File: config.mk
export PLATFORM = sky130hd
export DESIGN_NAME = riscv_lsu_flat
export DESIGN_NICKNAME = d
export VERILOG_FILES = /design/src/rtl/riscv_pkg.sv /design/src/rtl/riscv_lsu_if.sv /design/src/rtl/lsu_data_align.sv /design/src/rtl/riscv_lsu.sv /design/src/flat_wrapper.sv
export SDC_FILE = /design/constraint.sdc
export NUM_CORES = 1
export LEC_CHECK = 0
export CORE_MARGIN = 2
export CORE_UTILIZATION = 45
export DETAILED_ROUTE_END_ITERATION = 8
export GPL_TIMING_DRIVEN = 0
export PLACE_DENSITY = 0.83
export SLEW_MARGIN = 30
export SYNTH_ARGS = -nofsm -noshare
export SYNTH_HDL_FRONTEND = slang
export SYNTH_SLANG_ARGS = --single-unit
File: constraint.sdc
create_clock -name clk_i -period 5.6 [get_ports clk_i]
set_clock_uncertainty 0.2 [all_clocks]
set_input_delay 1.12 -clock clk_i [delete_from_list [all_inputs] [get_ports clk_i]]
set_output_delay 1.12 -clock clk_i [all_outputs]
set_load 0.01 [all_outputs]
File: src/rtl/riscv_pkg.sv
// Shared definitions for the load-store unit: funct3 size codes, FSM state type
// and alignment/legality helpers.
package riscv_pkg;

  localparam logic [2:0] LDST_B  = 3'd0;
  localparam logic [2:0] LDST_H  = 3'd1;
  localparam logic [2:0] LDST_W  = 3'd2;
  localparam logic [2:0] LDST_BU = 3'd4;
  localparam logic [2:0] LDST_HU = 3'd5;

  typedef enum logic [1:0] {
    IDLE = 2'd0,
    BUSY = 2'd1,
    DONE = 2'd2
  } lsu_state_t;

  function automatic logic is_legal_size(input logic [2:0] size);
    case (size)
      LDST_B, LDST_H, LDST_W, LDST_BU, LDST_HU: return 1'b1;
      default:                                  return 1'b0;
    endcase
  endfunction

  // Halfwords need an even address, words a 4-byte aligned one.
  function automatic logic is_misaligned(input logic [2:0] size, input logic [1:0] addr_lo);
    case (size)
      LDST_H, LDST_HU: return addr_lo[0];
      LDST_W:          return addr_lo != 2'b00;
      default:         return 1'b0;
    endcase
  endfunction

endpackage

File: src/rtl/riscv_lsu_if.sv
// Core-side request and data-memory handshake bundle of the load-store unit.
interface riscv_lsu_if #(
  parameter int unsigned ADDR_W = 32,
  parameter int unsigned DATA_W = 32
);
  logic              core_req_i;
  logic              core_we_i;
  logic [2:0]        core_size_i;
  logic [ADDR_W-1:0] core_addr_i;
  logic [DATA_W-1:0] core_wd_i;
  logic [DATA_W-1:0] core_rd_o;
  logic              core_stall_o;
  logic              core_err_o;
  logic              mem_req_o;
  logic              mem_we_o;
  logic [3:0]        mem_be_o;
  logic [ADDR_W-1:0] mem_addr_o;
  logic [DATA_W-1:0] mem_wd_o;
  logic [DATA_W-1:0] mem_rd_i;
  logic              mem_ready_i;

  // slave: the LSU itself; master: the core/memory environment around it.
  modport slave (
    input  core_req_i, core_we_i, core_size_i, core_addr_i, core_wd_i,
    output core_rd_o, core_stall_o, core_err_o,
    output mem_req_o, mem_we_o, mem_be_o, mem_addr_o, mem_wd_o,
    input  mem_rd_i, mem_ready_i
  );

  modport master (
    output core_req_i, core_we_i, core_size_i, core_addr_i, core_wd_i,
    input  core_rd_o, core_stall_o, core_err_o,
    input  mem_req_o, mem_we_o, mem_be_o, mem_addr_o, mem_wd_o,
    output mem_rd_i, mem_ready_i
  );
endinterface

File: src/rtl/lsu_data_align.sv
// Combinational lane steering: store byte enables / replicated data and
// load byte/halfword extraction with sign or zero extension.
module lsu_data_align
  import riscv_pkg::*;
(
  input  logic [2:0]  i_st_size,
  input  logic [1:0]  i_st_addr_lo,
  input  logic [31:0] i_st_wd,
  output logic [3:0]  o_st_be,
  output logic [31:0] o_st_wd,
  input  logic [2:0]  i_ld_size,
  input  logic [1:0]  i_ld_addr_lo,
  input  logic [31:0] i_ld_data,
  output logic [31:0] o_ld_data
);

  logic [31:0] w_ld_shift;
  logic [7:0]  w_ld_byte;
  logic [15:0] w_ld_half;

  assign w_ld_shift = i_ld_data >> {i_ld_addr_lo, 3'b000};
  assign w_ld_byte  = w_ld_shift[7:0];
  assign w_ld_half  = i_ld_addr_lo[1] ? i_ld_data[31:16] : i_ld_data[15:0];

  always_comb begin
    o_st_be = 4'b1111;
    o_st_wd = i_st_wd;
    case (i_st_size)
      LDST_B, LDST_BU: begin
        o_st_be = 4'b0001 << i_st_addr_lo;
        o_st_wd = {4{i_st_wd[7:0]}};
      end
      LDST_H, LDST_HU: begin
        o_st_be = i_st_addr_lo[1] ? 4'b1100 : 4'b0011;
        o_st_wd = {2{i_st_wd[15:0]}};
      end
      default: begin
        o_st_be = 4'b1111;
        o_st_wd = i_st_wd;
      end
    endcase
  end

  always_comb begin
    o_ld_data = i_ld_data;
    case (i_ld_size)
      LDST_B:  o_ld_data = {{24{w_ld_byte[7]}}, w_ld_byte};
      LDST_BU: o_ld_data = {24'd0, w_ld_byte};
      LDST_H:  o_ld_data = {{16{w_ld_half[15]}}, w_ld_half};
      LDST_HU: o_ld_data = {16'd0, w_ld_half};
      default: o_ld_data = i_ld_data;
    endcase
  end

endmodule

File: src/rtl/riscv_lsu.sv
// Load-store unit: accepts one core request in IDLE, runs the memory req/ready
// handshake in BUSY and presents load data / error in DONE.
module riscv_lsu
  import riscv_pkg::*;
#(
  parameter int unsigned ADDR_W = 32,
  parameter int unsigned DATA_W = 32
) (
  input  logic        clk_i,
  input  logic        rst_ni,
  riscv_lsu_if.slave  bus
);

  lsu_state_t        r_state;
  logic              r_we;
  logic [2:0]        r_size;
  logic [1:0]        r_addr_lo;
  logic              r_err;
  logic [DATA_W-1:0] r_rd;
  logic              r_mem_req;
  logic              r_mem_we;
  logic [3:0]        r_mem_be;
  logic [ADDR_W-1:0] r_mem_addr;
  logic [DATA_W-1:0] r_mem_wd;

  logic              w_bad;
  logic [3:0]        w_st_be;
  logic [31:0]       w_st_wd;
  logic [31:0]       w_ld_data;

  assign w_bad = !is_legal_size(bus.core_size_i) ||
                 is_misaligned(bus.core_size_i, bus.core_addr_i[1:0]);

  // Store lanes come from the live request (registered on accept);
  // load extraction uses the fields latched for the running access.
  lsu_data_align u_align (
    .i_st_size    (bus.core_size_i),
    .i_st_addr_lo (bus.core_addr_i[1:0]),
    .i_st_wd      (bus.core_wd_i),
    .o_st_be      (w_st_be),
    .o_st_wd      (w_st_wd),
    .i_ld_size    (r_size),
    .i_ld_addr_lo (r_addr_lo),
    .i_ld_data    (bus.mem_rd_i),
    .o_ld_data    (w_ld_data)
  );

  always_ff @(posedge clk_i or negedge rst_ni) begin
    if (!rst_ni) begin
      r_state    <= IDLE;
      r_we       <= 1'b0;
      r_size     <= '0;
      r_addr_lo  <= '0;
      r_err      <= 1'b0;
      r_rd       <= '0;
      r_mem_req  <= 1'b0;
      r_mem_we   <= 1'b0;
      r_mem_be   <= '0;
      r_mem_addr <= '0;
      r_mem_wd   <= '0;
    end else begin
      case (r_state)
        IDLE: begin
          if (bus.core_req_i) begin
            r_we      <= bus.core_we_i;
            r_size    <= bus.core_size_i;
            r_addr_lo <= bus.core_addr_i[1:0];
            if (w_bad) begin
              r_err   <= 1'b1;
              r_state <= DONE;
            end else begin
              r_mem_req  <= 1'b1;
              r_mem_we   <= bus.core_we_i;
              r_mem_be   <= bus.core_we_i ? w_st_be : 4'b1111;
              r_mem_addr <= {bus.core_addr_i[ADDR_W-1:2], 2'b00};
              r_mem_wd   <= bus.core_we_i ? w_st_wd : '0;
              r_state    <= BUSY;
            end
          end
        end
        BUSY: begin
          if (bus.mem_ready_i) begin
            r_mem_req <= 1'b0;
            if (!r_we) r_rd <= w_ld_data;
            r_state <= DONE;
          end
        end
        DONE: begin
          r_err   <= 1'b0;
          r_state <= IDLE;
        end
        default: r_state <= IDLE;
      endcase
    end
  end

  assign bus.core_rd_o    = r_rd;
  assign bus.core_err_o   = r_err;
  assign bus.core_stall_o = bus.core_req_i & (r_state != DONE);
  assign bus.mem_req_o    = r_mem_req;
  assign bus.mem_we_o     = r_mem_we;
  assign bus.mem_be_o     = r_mem_be;
  assign bus.mem_addr_o   = r_mem_addr;
  assign bus.mem_wd_o     = r_mem_wd;

endmodule
File: src/flat_wrapper.sv
// flat-port wrapper written by rule: the top's interface ports become plain ports
module riscv_lsu_flat import riscv_pkg::*;
#(
  parameter int unsigned ADDR_W = 32,
  parameter int unsigned DATA_W = 32
)
  (clk_i, rst_ni, bus_core_req_i, bus_core_we_i, bus_core_size_i, bus_core_addr_i, bus_core_wd_i, bus_core_rd_o, bus_core_stall_o, bus_core_err_o, bus_mem_req_o, bus_mem_we_o, bus_mem_be_o, bus_mem_addr_o, bus_mem_wd_o, bus_mem_rd_i, bus_mem_ready_i);
  riscv_lsu_if #(.ADDR_W(ADDR_W), .DATA_W(DATA_W)) bus_i ();
  input  logic clk_i;
  input  logic rst_ni;
  input wire logic [$bits(bus_i.core_req_i)-1:0] bus_core_req_i;
  input wire logic [$bits(bus_i.core_we_i)-1:0] bus_core_we_i;
  input wire logic [$bits(bus_i.core_size_i)-1:0] bus_core_size_i;
  input wire logic [$bits(bus_i.core_addr_i)-1:0] bus_core_addr_i;
  input wire logic [$bits(bus_i.core_wd_i)-1:0] bus_core_wd_i;
  output wire logic [$bits(bus_i.core_rd_o)-1:0] bus_core_rd_o;
  output wire logic [$bits(bus_i.core_stall_o)-1:0] bus_core_stall_o;
  output wire logic [$bits(bus_i.core_err_o)-1:0] bus_core_err_o;
  output wire logic [$bits(bus_i.mem_req_o)-1:0] bus_mem_req_o;
  output wire logic [$bits(bus_i.mem_we_o)-1:0] bus_mem_we_o;
  output wire logic [$bits(bus_i.mem_be_o)-1:0] bus_mem_be_o;
  output wire logic [$bits(bus_i.mem_addr_o)-1:0] bus_mem_addr_o;
  output wire logic [$bits(bus_i.mem_wd_o)-1:0] bus_mem_wd_o;
  input wire logic [$bits(bus_i.mem_rd_i)-1:0] bus_mem_rd_i;
  input wire logic [$bits(bus_i.mem_ready_i)-1:0] bus_mem_ready_i;
  assign bus_i.core_req_i = bus_core_req_i;
  assign bus_i.core_we_i = bus_core_we_i;
  assign bus_i.core_size_i = bus_core_size_i;
  assign bus_i.core_addr_i = bus_core_addr_i;
  assign bus_i.core_wd_i = bus_core_wd_i;
  assign bus_core_rd_o = bus_i.core_rd_o;
  assign bus_core_stall_o = bus_i.core_stall_o;
  assign bus_core_err_o = bus_i.core_err_o;
  assign bus_mem_req_o = bus_i.mem_req_o;
  assign bus_mem_we_o = bus_i.mem_we_o;
  assign bus_mem_be_o = bus_i.mem_be_o;
  assign bus_mem_addr_o = bus_i.mem_addr_o;
  assign bus_mem_wd_o = bus_i.mem_wd_o;
  assign bus_i.mem_rd_i = bus_mem_rd_i;
  assign bus_i.mem_ready_i = bus_mem_ready_i;
  riscv_lsu #(.ADDR_W(ADDR_W), .DATA_W(DATA_W)) u_core (.clk_i(clk_i), .rst_ni(rst_ni), .bus(bus_i));
endmodule
==> results.sh <==
export IMPL_grt_met3_usage=0.0902
export IMPL_met1_usage=0.289
export IMPL_design_core_area_um2=11300
export IMPL_r2r_cells=5
export IMPL_synth_area_um2=5160
export IMPL_netlist_area_leader_share=0.529
export IMPL_vias_per_cell=5.62
export IMPL_drt_pass1_iter_count=5
export IMPL_slew_viol_final=0
export IMPL_cts_tree="done"
export IMPL_clock_sinks=109
export IMPL_placed_cells=821
export IMPL_clockBufferDepth=2
export IMPL_critical_path_max_stage_delay_ns=0.55
export IMPL_path_cells="clkdlybuf4s50_1 -> and2_1 -> clkdlybuf4s50_1"
export IMPL_crit_required_ns=4.28
export IMPL_max_clock_freq_ghz=0.275
export IMPL_die_h_um=111
export IMPL_placed_cell_area_um2=7430
export IMPL_worstMarginPinSlew_ns=0.862
export IMPL_ys_flop_type="dfrtp_1"
export IMPL_nets=793
export IMPL_antenna_left=0
export IMPL_status="complete, no violations"
export IMPL_finalHoldViolCount=0
export IMPL_hold_path_class="register to register"
export IMPL_yosysTopAreaCell="dfrtp_1"
export IMPL_cts_hold_buf=0
export IMPL_initialDrtViolationCount=237
export IMPL_area_growth_pct=50.4
export IMPL_h_tree_depth=3
export IMPL_stdcell_area_um2=7760
export IMPL_cts_root_buf="clkbuf_16"
export IMPL_synthTopCellsByArea="dfrtp_1 53%, mux2i_1 5.0%, mux2_4 4.4%"
export IMPL_grt_overflow=0
export IMPL_reg2reg_from="u_core.r_state[1]"
export IMPL_crit_path_frequent_cell="clkdlybuf4s50_1"
export IMPL_antenna_found_initial=0
export IMPL_gp_congestion=0.932
export IMPL_ys_top_cells_by_count="109 x dfrtp_1, 50 x nand2_1, 39 x a21oi_1"
export IMPL_fin_crit_ns=3.64
export IMPL_cts_inserted_buffers=9
export IMPL_initial_core_util=0.456
export IMPL_cts_resized=0
export IMPL_busiest_layer="met2"
export IMPL_crit_family="buffers and inverters"
export IMPL_cp_max_fo=3
export IMPL_cp_startpoint="bus_core_req_i"
export IMPL_syn_avg_cell_area_um2=10.9
export IMPL_cts_reportedPaths_clkPinSlew_ns=0.07
export IMPL_grt_max_degree=73
export IMPL_cp_slowest_cell="clkdlybuf4s50_1"
export IMPL_p_leak_nw=3.26
export IMPL_grt_pass1_wl_um=24800
export IMPL_io_buffers=204
export IMPL_ios=208
export IMPL_async_flop_share=1.00
export IMPL_crit_buf_inv=2
export IMPL_die_area_um2=12300
export IMPL_whs_ns=0.282
export IMPL_worstSetupPathType="input pin to output port"
export IMPL_insertion_delay_ns=0.35
export IMPL_power_mw=3.34
export IMPL_yosysMostFrequentCell="dfrtp_1"
export IMPL_whs_path_depth=2
export IMPL_hold_end="u_core.bus.mem_wd_o[29]"
export IMPL_power_density_nw_per_um2=431
export IMPL_critPathCaptureType="output port"
export IMPL_ys_warn_count=0
export IMPL_drc=0
export IMPL_wl_per_cell_um=18.7
export IMPL_cts_setup_buffers=0
export IMPL_grt_usage=0.251
export IMPL_ys_seq_area_frac=0.529
export IMPL_period_share=0.649
export IMPL_cp_arrival_ns=2.32
export IMPL_cp_start_kind="input pin"
export IMPL_rrSetupSlack_ns=3.47
export IMPL_maxCapViolCount=0
export IMPL_rsz0062_at_grt="false"
export IMPL_finalSetupViolations=0
export IMPL_maxSlewHeadroom=0.423
export IMPL_synth_distinct_cells=43
export IMPL_via_count=4703
export IMPL_r2r_end="u_core.bus.core_rd_o[12]"
export IMPL_grt_pass1_vias=4906
export IMPL_synth_enable_flop_cells=0
export IMPL_use_met2=0.426
export IMPL_min_from="u_core.bus.mem_wd_o[29]"
export IMPL_die_w_um=111
export IMPL_syn_inst=471
export IMPL_antenna_cells=0
export IMPL_drive_above_1_share=0.114
export IMPL_dpl_hpwl_um=11700
export IMPL_rows=39
export IMPL_ys_ff_latch=109
export IMPL_ir_drop_mv=0.237
export IMPL_final_cells=837
export IMPL_wirelength_um=15600
registers in the layout, indices dropped and copies added (netlist names):
| register | count |
|---|---|
| u_core.bus.core_rd_o | 32 |
| u_core.bus.mem_wd_o | 32 |
| u_core.bus.mem_addr_o | 30 |
| u_core.bus.mem_be_o | 4 |
| u_core.r_size | 3 |
| u_core.r_addr_lo | 2 |
| u_core.r_state | 2 |
| u_core.bus.core_err_o | 1 |
| u_core.bus.mem_req_o | 1 |
| u_core.bus.mem_we_o | 1 |
| u_core.r_we | 1 |
per-stage QoR:
| stage | worst slack [ns] | utilization | TNS (ns) |
|---|---|---|---|
| after detailed placement | 1.98 | 0.656 | 0 |
| after global routing | 1.91 | 0.685 | 0 |
| after CTS | 1.96 | 0.685 | 0 |
| after floorplan | 2.96 | - | 0 |
| final | 1.96 | 0.685 | 0 |
| after global placement | -0.885 | 0.652 | -95.88 |
kinds of logic (layout without fill, tap and decap cells):
| logic type | after synthesis | after routing | synth area share |
|---|---|---|---|
| AO/OA/AOI/OAI | 142 | 142 | 0.168 |
| buffers and inverters | 46 | 268 | 0.0420 |
| flip-flops | 109 | 109 | 0.529 |
| multiplexers | 70 | 70 | 0.157 |
| other | 1 | 2 | 0.000727 |
| AND/OR/NAND/NOR | 103 | 103 | 0.103 |
layer usage:
layer	vias up	share of wire
li1	2122	-
met1	2285	0.37
met2	259	0.49
met3	37	0.11
met4	0	0.033
met5	-	0
where the power goes:
part	switching, mW	internal, mW	leakage (nW)
clock network	0.285	0.415	0.163
registers	0.188	1.07	1.29
logic	0.572	0.808	1.81
cell usage in the layout, fill, tap and decap left out, drive strengths merged, types with 2 or more instances in the layout:
| cell type | instances |
|---|---|
| a21oi | 40 |
| a22o | 8 |
| a2bb2oi | 3 |
| a31oi | 4 |
| buf | 26 |
| bufinv | 2 |
| clkbuf | 25 |
| clkdlybuf4s50 | 203 |
| clkinv | 2 |
| conb | 2 |
| dfrtp | 109 |
| inv | 10 |
| mux2 | 44 |
| mux2i | 26 |
| nand2 | 50 |
| nand2b | 10 |
| nand3b | 10 |
| nor2 | 15 |
| nor2b | 2 |
| nor3 | 6 |
| nor3b | 4 |
| o211ai | 17 |
| o21ai | 57 |
| o21bai | 2 |
| o221a | 4 |
| o221ai | 2 |
worst reg2reg max path: cells and delay by family (launching register included):
family	cells	cell delay, ns
AOI/OAI and AO/OA	2	0.51
buffers and inverters	1	0.26
DFF	1	0.44
and+or+nand+nor	2	0.60
final cells by class:
| type | count | area, um^2 |
|---|---|---|
| Sequential cell | 109 | 2730 |
| Inverter | 10 | 37.5 |
| Clock inverter | 4 | 70.1 |
| Clock buffer | 12 | 256 |
| Multi-Input combinational cell | 317 | 2220 |
| Buffer | 36 | 179 |
| Timing Repair Buffer | 206 | 2090 |
| Tap cell | 143 | 179 |
| Fill cell | 875 | 3560 |
worst max-delay path by stage:
stage	endpoint	slack [ns]	depth (start not counted)
6_report	bus_core_stall_o	1.96	3
4_1_cts	bus_core_stall_o	1.96	3
3_5_place_dp	bus_core_stall_o	1.98	3
5_1_grt	bus_core_stall_o	1.91	3
2_1_floorplan	u_core.bus.mem_addr_o[16]	2.96	6
3_3_place_gp	u_core.bus.mem_wd_o[10]	-0.88	1
Power figures use the tool's default switching activity.
